**src/rtl/maincont_fsm.sv**
```systemverilog
// maincont_fsm: multicycle main control for the MIPS-subset datapath.
// Moore FSM with registered outputs; write strobes are additionally gated by
// rst_n so that no write can occur while reset is held.
// Optional feature macro: MAINCONT_NORI_EN (adds the nori NORIEX/NORIWB path).
module maincont_fsm (
   input  logic       clk,
   input  logic       rst_n,
   input  logic [5:0] op,
   input  logic       balrzSigCont,
   output logic       aluop1,
   output logic       aluop0,
   output logic       pcwrite,
   output logic       pcwritecond,
   output logic       iord,
   output logic       memread,
   output logic       memwrite,
   output logic       irwrite,
   output logic       memtoreg,
   output logic       regwrite,
   output logic       alusrca,
   output logic [1:0] regdst,
   output logic [1:0] alusrcb,
   output logic [1:0] pcsource,
   output logic [1:0] brtype,
   output logic       instr_done,
   output logic       illegal
);

   typedef enum logic [3:0] {
      FETCH  = 4'd0,
      DECODE = 4'd1,
      MEMADR = 4'd2,
      MEMRD  = 4'd3,
      MEMWB  = 4'd4,
      MEMWR  = 4'd5,
      EXEC   = 4'd6,
      RWB    = 4'd7,
      BEQ    = 4'd8,
      BLTZ   = 4'd9,
      JUMP   = 4'd12,
      BALRZ  = 4'd13
`ifdef MAINCONT_NORI_EN
      ,
      NORIEX = 4'd10,
      NORIWB = 4'd11
`endif
   } state_t;

   typedef struct packed {
      logic       aluop1;
      logic       aluop0;
      logic       pcwrite;
      logic       pcwritecond;
      logic       iord;
      logic       memread;
      logic       memwrite;
      logic       irwrite;
      logic       memtoreg;
      logic       regwrite;
      logic       alusrca;
      logic [1:0] regdst;
      logic [1:0] alusrcb;
      logic [1:0] pcsource;
      logic [1:0] brtype;
      logic       instr_done;
      logic       in_decode;
   } ctl_t;

   localparam logic [5:0] OP_LW   = 6'b100011;
   localparam logic [5:0] OP_SW   = 6'b101011;
   localparam logic [5:0] OP_R    = 6'b000000;
   localparam logic [5:0] OP_BEQ  = 6'b000100;
   localparam logic [5:0] OP_BLTZ = 6'b000001;
   localparam logic [5:0] OP_NORI = 6'b011000;
   localparam logic [5:0] OP_J    = 6'b000010;

   state_t state, nxt;
   ctl_t   ctl;
   logic   is_sw;
   logic   op_legal;

   // Per-state output values; the registered copy is loaded with the
   // value for the state being entered, so outputs track the state exactly.
   function automatic ctl_t state_outputs(input state_t s);
      ctl_t c;
      c = '0;
      case (s)
         FETCH:  begin c.memread = 1'b1; c.irwrite = 1'b1; c.alusrcb = 2'b01; c.pcwrite = 1'b1; end
         DECODE: begin c.alusrcb = 2'b11; c.in_decode = 1'b1; end
         MEMADR: begin c.alusrca = 1'b1; c.alusrcb = 2'b10; end
         MEMRD:  begin c.memread = 1'b1; c.iord = 1'b1; end
         MEMWB:  begin c.regwrite = 1'b1; c.memtoreg = 1'b1; c.instr_done = 1'b1; end
         MEMWR:  begin c.memwrite = 1'b1; c.iord = 1'b1; c.instr_done = 1'b1; end
         EXEC:   begin c.alusrca = 1'b1; c.aluop1 = 1'b1; end
         RWB:    begin c.regwrite = 1'b1; c.regdst = 2'b01; c.instr_done = 1'b1; end
         BEQ, BLTZ: begin
            c.alusrca = 1'b1; c.aluop0 = 1'b1; c.pcwritecond = 1'b1;
            c.pcsource = 2'b01; c.instr_done = 1'b1;
            c.brtype = (s == BEQ) ? 2'b01 : 2'b10;
         end
`ifdef MAINCONT_NORI_EN
         NORIEX: begin c.alusrca = 1'b1; c.alusrcb = 2'b10; c.aluop1 = 1'b1; c.aluop0 = 1'b1; end
         NORIWB: begin c.regwrite = 1'b1; c.instr_done = 1'b1; end
`endif
         JUMP:   begin c.pcwrite = 1'b1; c.pcsource = 2'b10; c.instr_done = 1'b1; end
         BALRZ:  begin
            c.regwrite = 1'b1; c.regdst = 2'b10; c.pcwritecond = 1'b1;
            c.pcsource = 2'b11; c.brtype = 2'b11; c.instr_done = 1'b1;
         end
         default: c = '0;
      endcase
      return c;
   endfunction

   // Opcode legality as seen in DECODE.
   always_comb begin
      op_legal = 1'b0;
      case (op)
         OP_LW, OP_SW, OP_R, OP_BEQ, OP_BLTZ, OP_J: op_legal = 1'b1;
`ifdef MAINCONT_NORI_EN
         OP_NORI: op_legal = 1'b1;
`endif
         default: op_legal = 1'b0;
      endcase
   end

   // Next-state selection; unused encodings fall back to FETCH.
   always_comb begin
      nxt = FETCH;
      case (state)
         FETCH:  nxt = DECODE;
         DECODE: begin
            case (op)
               OP_LW, OP_SW: nxt = MEMADR;
               OP_R:         nxt = EXEC;
               OP_BEQ:       nxt = BEQ;
               OP_BLTZ:      nxt = BLTZ;
`ifdef MAINCONT_NORI_EN
               OP_NORI:      nxt = NORIEX;
`endif
               OP_J:         nxt = JUMP;
               default:      nxt = FETCH;
            endcase
         end
         // lw/sw choice uses the opcode captured when leaving DECODE
         MEMADR: nxt = is_sw ? MEMWR : MEMRD;
         MEMRD:  nxt = MEMWB;
         EXEC:   nxt = balrzSigCont ? BALRZ : RWB;
`ifdef MAINCONT_NORI_EN
         NORIEX: nxt = NORIWB;
`endif
         default: nxt = FETCH;
      endcase
   end

   // State, registered outputs and captured store flag.
   always_ff @(posedge clk or negedge rst_n) begin
      if (!rst_n) begin
         state <= FETCH;
         ctl   <= state_outputs(FETCH);
         is_sw <= 1'b0;
      end else begin
         state <= nxt;
         ctl   <= state_outputs(nxt);
         if (state == DECODE)
            is_sw <= (op == OP_SW);
      end
   end

   assign aluop1      = ctl.aluop1;
   assign aluop0      = ctl.aluop0;
   assign pcwrite     = ctl.pcwrite     & rst_n;
   assign pcwritecond = ctl.pcwritecond & rst_n;
   assign iord        = ctl.iord;
   assign memread     = ctl.memread     & rst_n;
   assign memwrite    = ctl.memwrite    & rst_n;
   assign irwrite     = ctl.irwrite     & rst_n;
   assign memtoreg    = ctl.memtoreg;
   assign regwrite    = ctl.regwrite    & rst_n;
   assign alusrca     = ctl.alusrca;
   assign regdst      = ctl.regdst;
   assign alusrcb     = ctl.alusrcb;
   assign pcsource    = ctl.pcsource;
   assign brtype      = ctl.brtype;
   assign instr_done  = ctl.instr_done;
   assign illegal     = ctl.in_decode & ~op_legal & rst_n;

endmodule

```
**config.mk**
```make
export PLATFORM = sky130hd
export DESIGN_NAME = maincont_fsm
export DESIGN_NICKNAME = d
export VERILOG_FILES = /design/src/rtl/maincont_fsm.sv
export SDC_FILE = /design/constraint.sdc
export NUM_CORES = 1
export LEC_CHECK = 0
export BUFFER_PORTS_ARGS = -buffer_cell sky130_fd_sc_hd__buf_4
export CAP_MARGIN = 5
export CORE_MARGIN = 4
export CORE_UTILIZATION = 41
export DETAILED_ROUTE_END_ITERATION = 16
export PLACE_DENSITY = 0.6
export REMOVE_ABC_BUFFERS = 1
export SLEW_MARGIN = 20
export SYNTH_ARGS = -nofsm -noshare
export SYNTH_HDL_FRONTEND = slang
export SYNTH_SLANG_ARGS = --single-unit
```
**constraint.sdc**
```tcl
create_clock -name clk -period 4.35 [get_ports clk]
set_clock_uncertainty 0.05 [all_clocks]
set_input_delay 0.435 -clock clk [delete_from_list [all_inputs] [get_ports clk]]
set_output_delay 0.435 -clock clk [all_outputs]
set_load 0.03 [all_outputs]
```
# Word-level counts from Yosys, hierarchy flattened
# Cells that the tools add are included.
# totals
reg_bits	26
in_bits	9
wordCells	84
output_inout_bits	21
# classes
reduce_logical	13
n_eq_ne	20
n_bitwise	9
muxes	23
# op_table
operator	n
4-bit one-hot mux with 5 select lines	2
4-bit by 3-bit equality test with 1-bit output (second input constant)	5
4-bit by 2-bit equality test with 1-bit output (second input constant)	4
4-bit equality test (second input constant)	4
1-bit 2-to-1 mux	14
6-bit equality test (second input constant)	2
2-bit one-hot mux with 3 select lines	2
2-bit OR reduction	5
1-bit AND	8
4-bit by 1-bit equality test with 1-bit output (second input constant)	2
4-bit logical NOT	2
2-bit one-hot mux with 2 select lines	2
7-bit OR reduction	1
6-bit by 1-bit equality test with 1-bit output (second input constant)	1
6-bit by 2-bit equality test with 1-bit output (second input constant)	1
6-bit by 3-bit equality test with 1-bit output (second input constant)	1
6-bit logical NOT	1
3-bit OR reduction	2
6-bit OR reduction	1
4-bit 2-to-1 mux	1
4-bit OR reduction	1
3-bit 2-to-1 mux	1
2-bit 2-to-1 mux	1
1-bit inverter	1

# Depth between registers and ports, before layout
# depth
ltp_word	7
ltp_mapped	7
mapped_depth_nobuf	5

# Worst setup path before layout
# No wires, ideal clock.
# synth_path
kind	register -> register
from	reg state[1]
to	reg ctl, in the netlist aluop1
n_path_buf	1
period_less_slack_ns	2.189
required_ns	4.233
t_arrival_ns	2.073
setup_time_ns	0.067
stages_incl_launch_ff	6
slack_ns	2.161
path_cell_list	dfrtp_1 buf_6 or4b_4 or4_4 a221oi_4 and2_1
# synth_between
elab_chain_cells	4
elab_cells_between_ends	8
cone_classes	eq/ne: 5; mux: 2; reduce/logical: 1
# synth_lines
element	line_no	text
start, declared	77	state_t state, nxt;
start signal, assigned	163	state <= nxt;
4-bit by 3-bit equality test with 1-bit output, or another cell as far along	130	case (state)
4-bit one-hot mux with 5 select lines (*)	130	
named net nxt[2]	77	
4-bit by 3-bit equality test with 1-bit output (*)	87	case (s)
1-bit 2-to-1 mux (*)	87	
end signal, assigned	160	ctl <= state_outputs(FETCH);
end signal, assigned	164	ctl <= state_outputs(nxt);
end, declared	78	ctl_t ctl;
# Mark *: on every way through the listed nets, which the timed path passes. The rest lies on a longest branch.
# A chain may end at the register's enable or synchronous reset.

# Final worst setup path
# layout_path
from	reg state[2]
to	reg ctl[18] (netlist bit)
# layout_between
elab_chain_cells	5
elab_cells_between_ends	10
cone_classes	eq/ne: 5; mux: 2; reduce/logical: 3
# layout_lines
element	line_no
4-bit by 3-bit equality test with 1-bit output, or another cell as far along	130
4-bit one-hot mux with 5 select lines (*)	130
4-bit equality test / 4-bit logical NOT (equally long branches)	87
2-bit OR reduction (no line) (*)	-
1-bit 2-to-1 mux (*)	87
# Mark *: on every way between the ends. The rest lies on a longest branch, timed or not.

==> out/summary.json <==
{
  "yosys_register_bits": {"value": 26},
  "first_iteration_detailed_routing_drc_count": {"value": 24},
  "cts_buffers": {"value": 3},
  "max_slew.worst_pin.slew": {"value": 0.628, "unit": "ns"},
  "crit_path_end_kind": {"value": "flop"},
  "worst_setup_hold_path_clk_slew": {"value": 0.14, "unit": "ns"},
  "dp.final_hpwl": {"value": 1730, "unit": "µm"},
  "design.portCount": {"value": 30},
  "cp_data_required_time": {"value": 4.50, "unit": "ns"},
  "worstSetupStartpointType": {"value": "flop"},
  "post-synth-top-count-cell": {"value": "dfrtp_1"},
  "die_ar": {"value": 3960, "unit": "µm²"},
  "number_of_setup_violations_in_the_final_report": {"value": 0},
  "antenna_found_initial": {"value": 0},
  "io_buffers": {"value": 29},
  "wirelength": {"value": 2380, "unit": "µm"},
  "vias": {"value": 867},
  "crit_arrival": {"value": 2.51, "unit": "ns"},
  "timing.final.crit_share": {"value": 0.543},
  "yosysUniqueCellTypes": {"value": 42},
  "synth_enable_flop_cells": {"value": 0},
  "power.density_cell_area": {"value": 472, "unit": "nW/µm²"},
  "insertedDiodeCount": {"value": 0},
  "die_h": {"value": 62.9, "unit": "µm"},
  "number_of_global_route_vias_before_repair": {"value": 818},
  "count_of_final_hold_check_violations": {"value": 0},
  "multiInputGateArea": {"value": 454, "unit": "µm²"},
  "grt_max_degree": {"value": 34},
  "yosysTopAreaCell": {"value": "dfrtp_1"},
  "post_drt_wl_per_cell": {"value": 14.7, "unit": "µm"},
  "syn_area_per_cell": {"value": 11.1, "unit": "µm²"},
  "grt_overflow": {"value": 0},
  "worstPathCellList": {"value": "or4b_4, a2111o_1, and2_0, a2111oi_1"},
  "root_buffer": {"value": "clkbuf_4"},
  "synth-warning-count": {"value": 0},
  "count_of_max_cap_constraint_violations": {"value": 0},
  "total_switching_power": {"value": 0.000218, "unit": "W"},
  "drive_gt1_frac": {"value": 0.336},
  "power.sequential.fraction": {"value": 0.465},
  "drt-pass1-iter-count": {"value": 6},
  "timing.final.crit_period": {"value": 2.36, "unit": "ns"},
  "postCtsResizedCells": {"value": 0},
  "class_of_the_tightest_hold_or_removal_check": {"value": "input port to flop"},
  "yosys.area.top_type_share": {"value": 0.445},
  "post_placement_worst_setup_slack": {"value": 2.06, "unit": "ns"},
  "cts_post_setup_buffers_inserted": {"value": 0},
  "fillerInstances": {"value": 244},
  "area.sequential": {"value": 656, "unit": "µm²"},
  "route.antenna.remaining_nets": {"value": 0},
  "cp_slowest_cell": {"value": "or4b_4"},
  "gr-usage-all-layers": {"value": 0.126},
  "finalWeightedCongestion": {"value": 0.807},
  "fin_area": {"value": 1460, "unit": "µm²"},
  "ys_seq_area_frac": {"value": 0.530},
  "drc_errors": {"value": 0},
  "ctsLongestPathBuffers": {"value": 2},
  "syn_inst": {"value": 111},
  "grt_pass1_wl": {"value": 3970, "unit": "µm"},
  "power.switching_fraction": {"value": 0.318},
  "cts.htree.levels": {"value": 1},
  "max_freq": {"value": 0.424, "unit": "GHz"},
  "timing.setup.critical_path_class": {"value": "flop to flop"},
  "syn-cell-area": {"value": 1240, "unit": "µm²"},
  "core.rowCount": {"value": 19},
  "core": {"value": 2830, "unit": "µm²"},
  "power.static_leakage": {"value": 0.706, "unit": "nW"},
  "share_clk_of_total_power": {"value": 0.236},
  "cell_internal_pwr": {"value": 0.000468, "unit": "W"},
  "asyncSetResetFlopFracSynth": {"value": 1.00},
  "initial_core_utilization": {"value": 0.437},
  "tritoncts": {"value": "done"},
  "vdd.ir_drop.worst": {"value": 166, "unit": "µV"},
  "die_width": {"value": 62.9, "unit": "µm"},
  "critical-path-max-stage-delay": {"value": 0.57, "unit": "ns"},
  "ys_top_cells_by_area": {"value": "dfrtp_1 44%, dfstp_2 8.5%, buf_4 4.9%, and2_1 4.6%, a221oi_4 2.1%"},
  "final.setup.tns": {"value": 0, "unit": "ns"},
  "drv_slew": {"value": 0},
  "ys_dominant_reg_cell": {"value": "dfrtp_1"},
  "clk_latency": {"value": 0.31, "unit": "ns"},
  "postPlaceCellArea": {"value": 1390, "unit": "µm²"},
  "setup_slack": {"value": 1.99, "unit": "ns"},
  "grt_setup_unrepaired": {"value": "false"},
  "crit_fanout": {"value": 9},
  "numClockSinks": {"value": 26},
  "signed_area_change_from_the_synthesized_netlist_to_the_final_layout": {"value": 17.6, "unit": "%"},
  "ys_top_cells_by_count": {"value": "22 x dfrtp_1, 9 x and2_1, 8 x buf_4, 7 x inv_1, 6 x nand2_1"},
  "finish.net_count": {"value": 141},
  "combinationalPowerShare": {"value": 0.299},
  "timing.max_slew.rel_slack": {"value": 0.576},
  "run_status": {"value": "finished, final reports clean"},
  "viasPerCell": {"value": 5.35}
}
==> critical path, delay by kind of cell, from the launching register on <==
kind / cells / cell delay, ns
AOI/OAI and AO/OA: 2 / 0.81
and+or+nand+nor: 2 / 0.86
DFF: 1 / 0.53
==> layer usage <==
| metal | share of wire | vias to the layer above | global-route usage |
|---|---|---|---|
| li1 | - | 427 | - |
| met4 | 0.0067 | 0 | 0.0413 |
| met5 | 0 | - | 0 |
| met3 | 0.042 | 2 | 0.0252 |
| met2 | 0.46 | 19 | 0.190 |
| met1 | 0.49 | 419 | 0.181 |
==> power groups by stage <==
stage          sequential [W]  clock (W)  combinational (W)
2_1_floorplan        0.000343          0           0.000111
3_3_place_gp         0.000322          0           0.000203
3_5_place_dp         0.000324          0           0.000205
4_1_cts              0.000320   0.000168           0.000207
5_1_grt              0.000324   0.000179           0.000225
6_report             0.000319   0.000162           0.000205
==> flip-flops by register name, summed over array words and instances (netlist names), 2 cells and up <==
name      cells
ctl           7
state         4
alusrcb       2
brtype        2
pcsource      2
regdst        2
==> kinds of logic (layout without fill, tap and decap cells) <==
group	Yosys count	count (layout)	synth area share
adders and majority gates	1	1	0.00809
AOI/OAI and AO/OA	24	24	0.157
xor gates and xnor gates	2	2	0.0142
buffers and inverters	21	41	0.103
DFF	26	26	0.530
and+or+nand+nor	37	37	0.188
==> cell usage in the layout, fill, tap and decap left out, drive strengths merged, types with 2 or more instances in the layout <==
| master | count |
|---|---|
| buf | 29 |
| dfrtp | 22 |
| and2 | 10 |
| inv | 7 |
| nand2 | 6 |
| o21ai | 4 |
| a21oi | 4 |
| nor3 | 4 |
| dfstp | 4 |
| nor4 | 3 |
| clkbuf | 3 |
| or2 | 2 |
| a211oi | 2 |
| xnor2 | 2 |
| o21a | 2 |
| o41ai | 2 |
| a21o | 2 |
| or4b | 2 |
| or4 | 2 |
==> final timing paths <==
kind	from	end	slack [ns]	depth (start not counted)
min in group asynchronous	rst_n	state[2]	0.51	2
setup / recovery	state[2]	ctl[18]	1.99	4
setup reg to reg	state[2]	ctl[18]	1.99	4
max in group asynchronous	rst_n	ctl[15]	3.43	2
hold reg to reg	is_sw	is_sw	0.56	2
hold / removal	balrzSigCont	regdst[0]	0.34	3
==> cell type report <==
| class | count | area share |
|---|---|---|
| sequential | 26 | 0.451 |
| multi-input combinational | 64 | 0.312 |
| timing repair buffer | 30 | 0.156 |
| tap | 31 | 0.0267 |
| clock inverter | 1 | 0.0206 |
| inverter | 7 | 0.0181 |
| clock buffer | 3 | 0.0155 |
==> stage by stage <==
stage / hold slack [ns] / power, W / util / cells
floorplan: 0.0894 / 0.000454 / - / 97
detailed placement: 0.326 / 0.000528 / 0.492 / 157
CTS: 0.333 / 0.000695 / 0.514 / 162
global placement: 0.318 / 0.000525 / 0.492 / 157
global route: 0.337 / 0.000728 / 0.514 / 162
finish: 0.344 / 0.000687 / 0.514 / 162
==> timing repair <==
item,4_1_cts,5_1_grt
setup endpoints to repair,0,0
hold endpoints to repair,22,0
hold buffers,1,0
(Power assumes the default switching activity.)
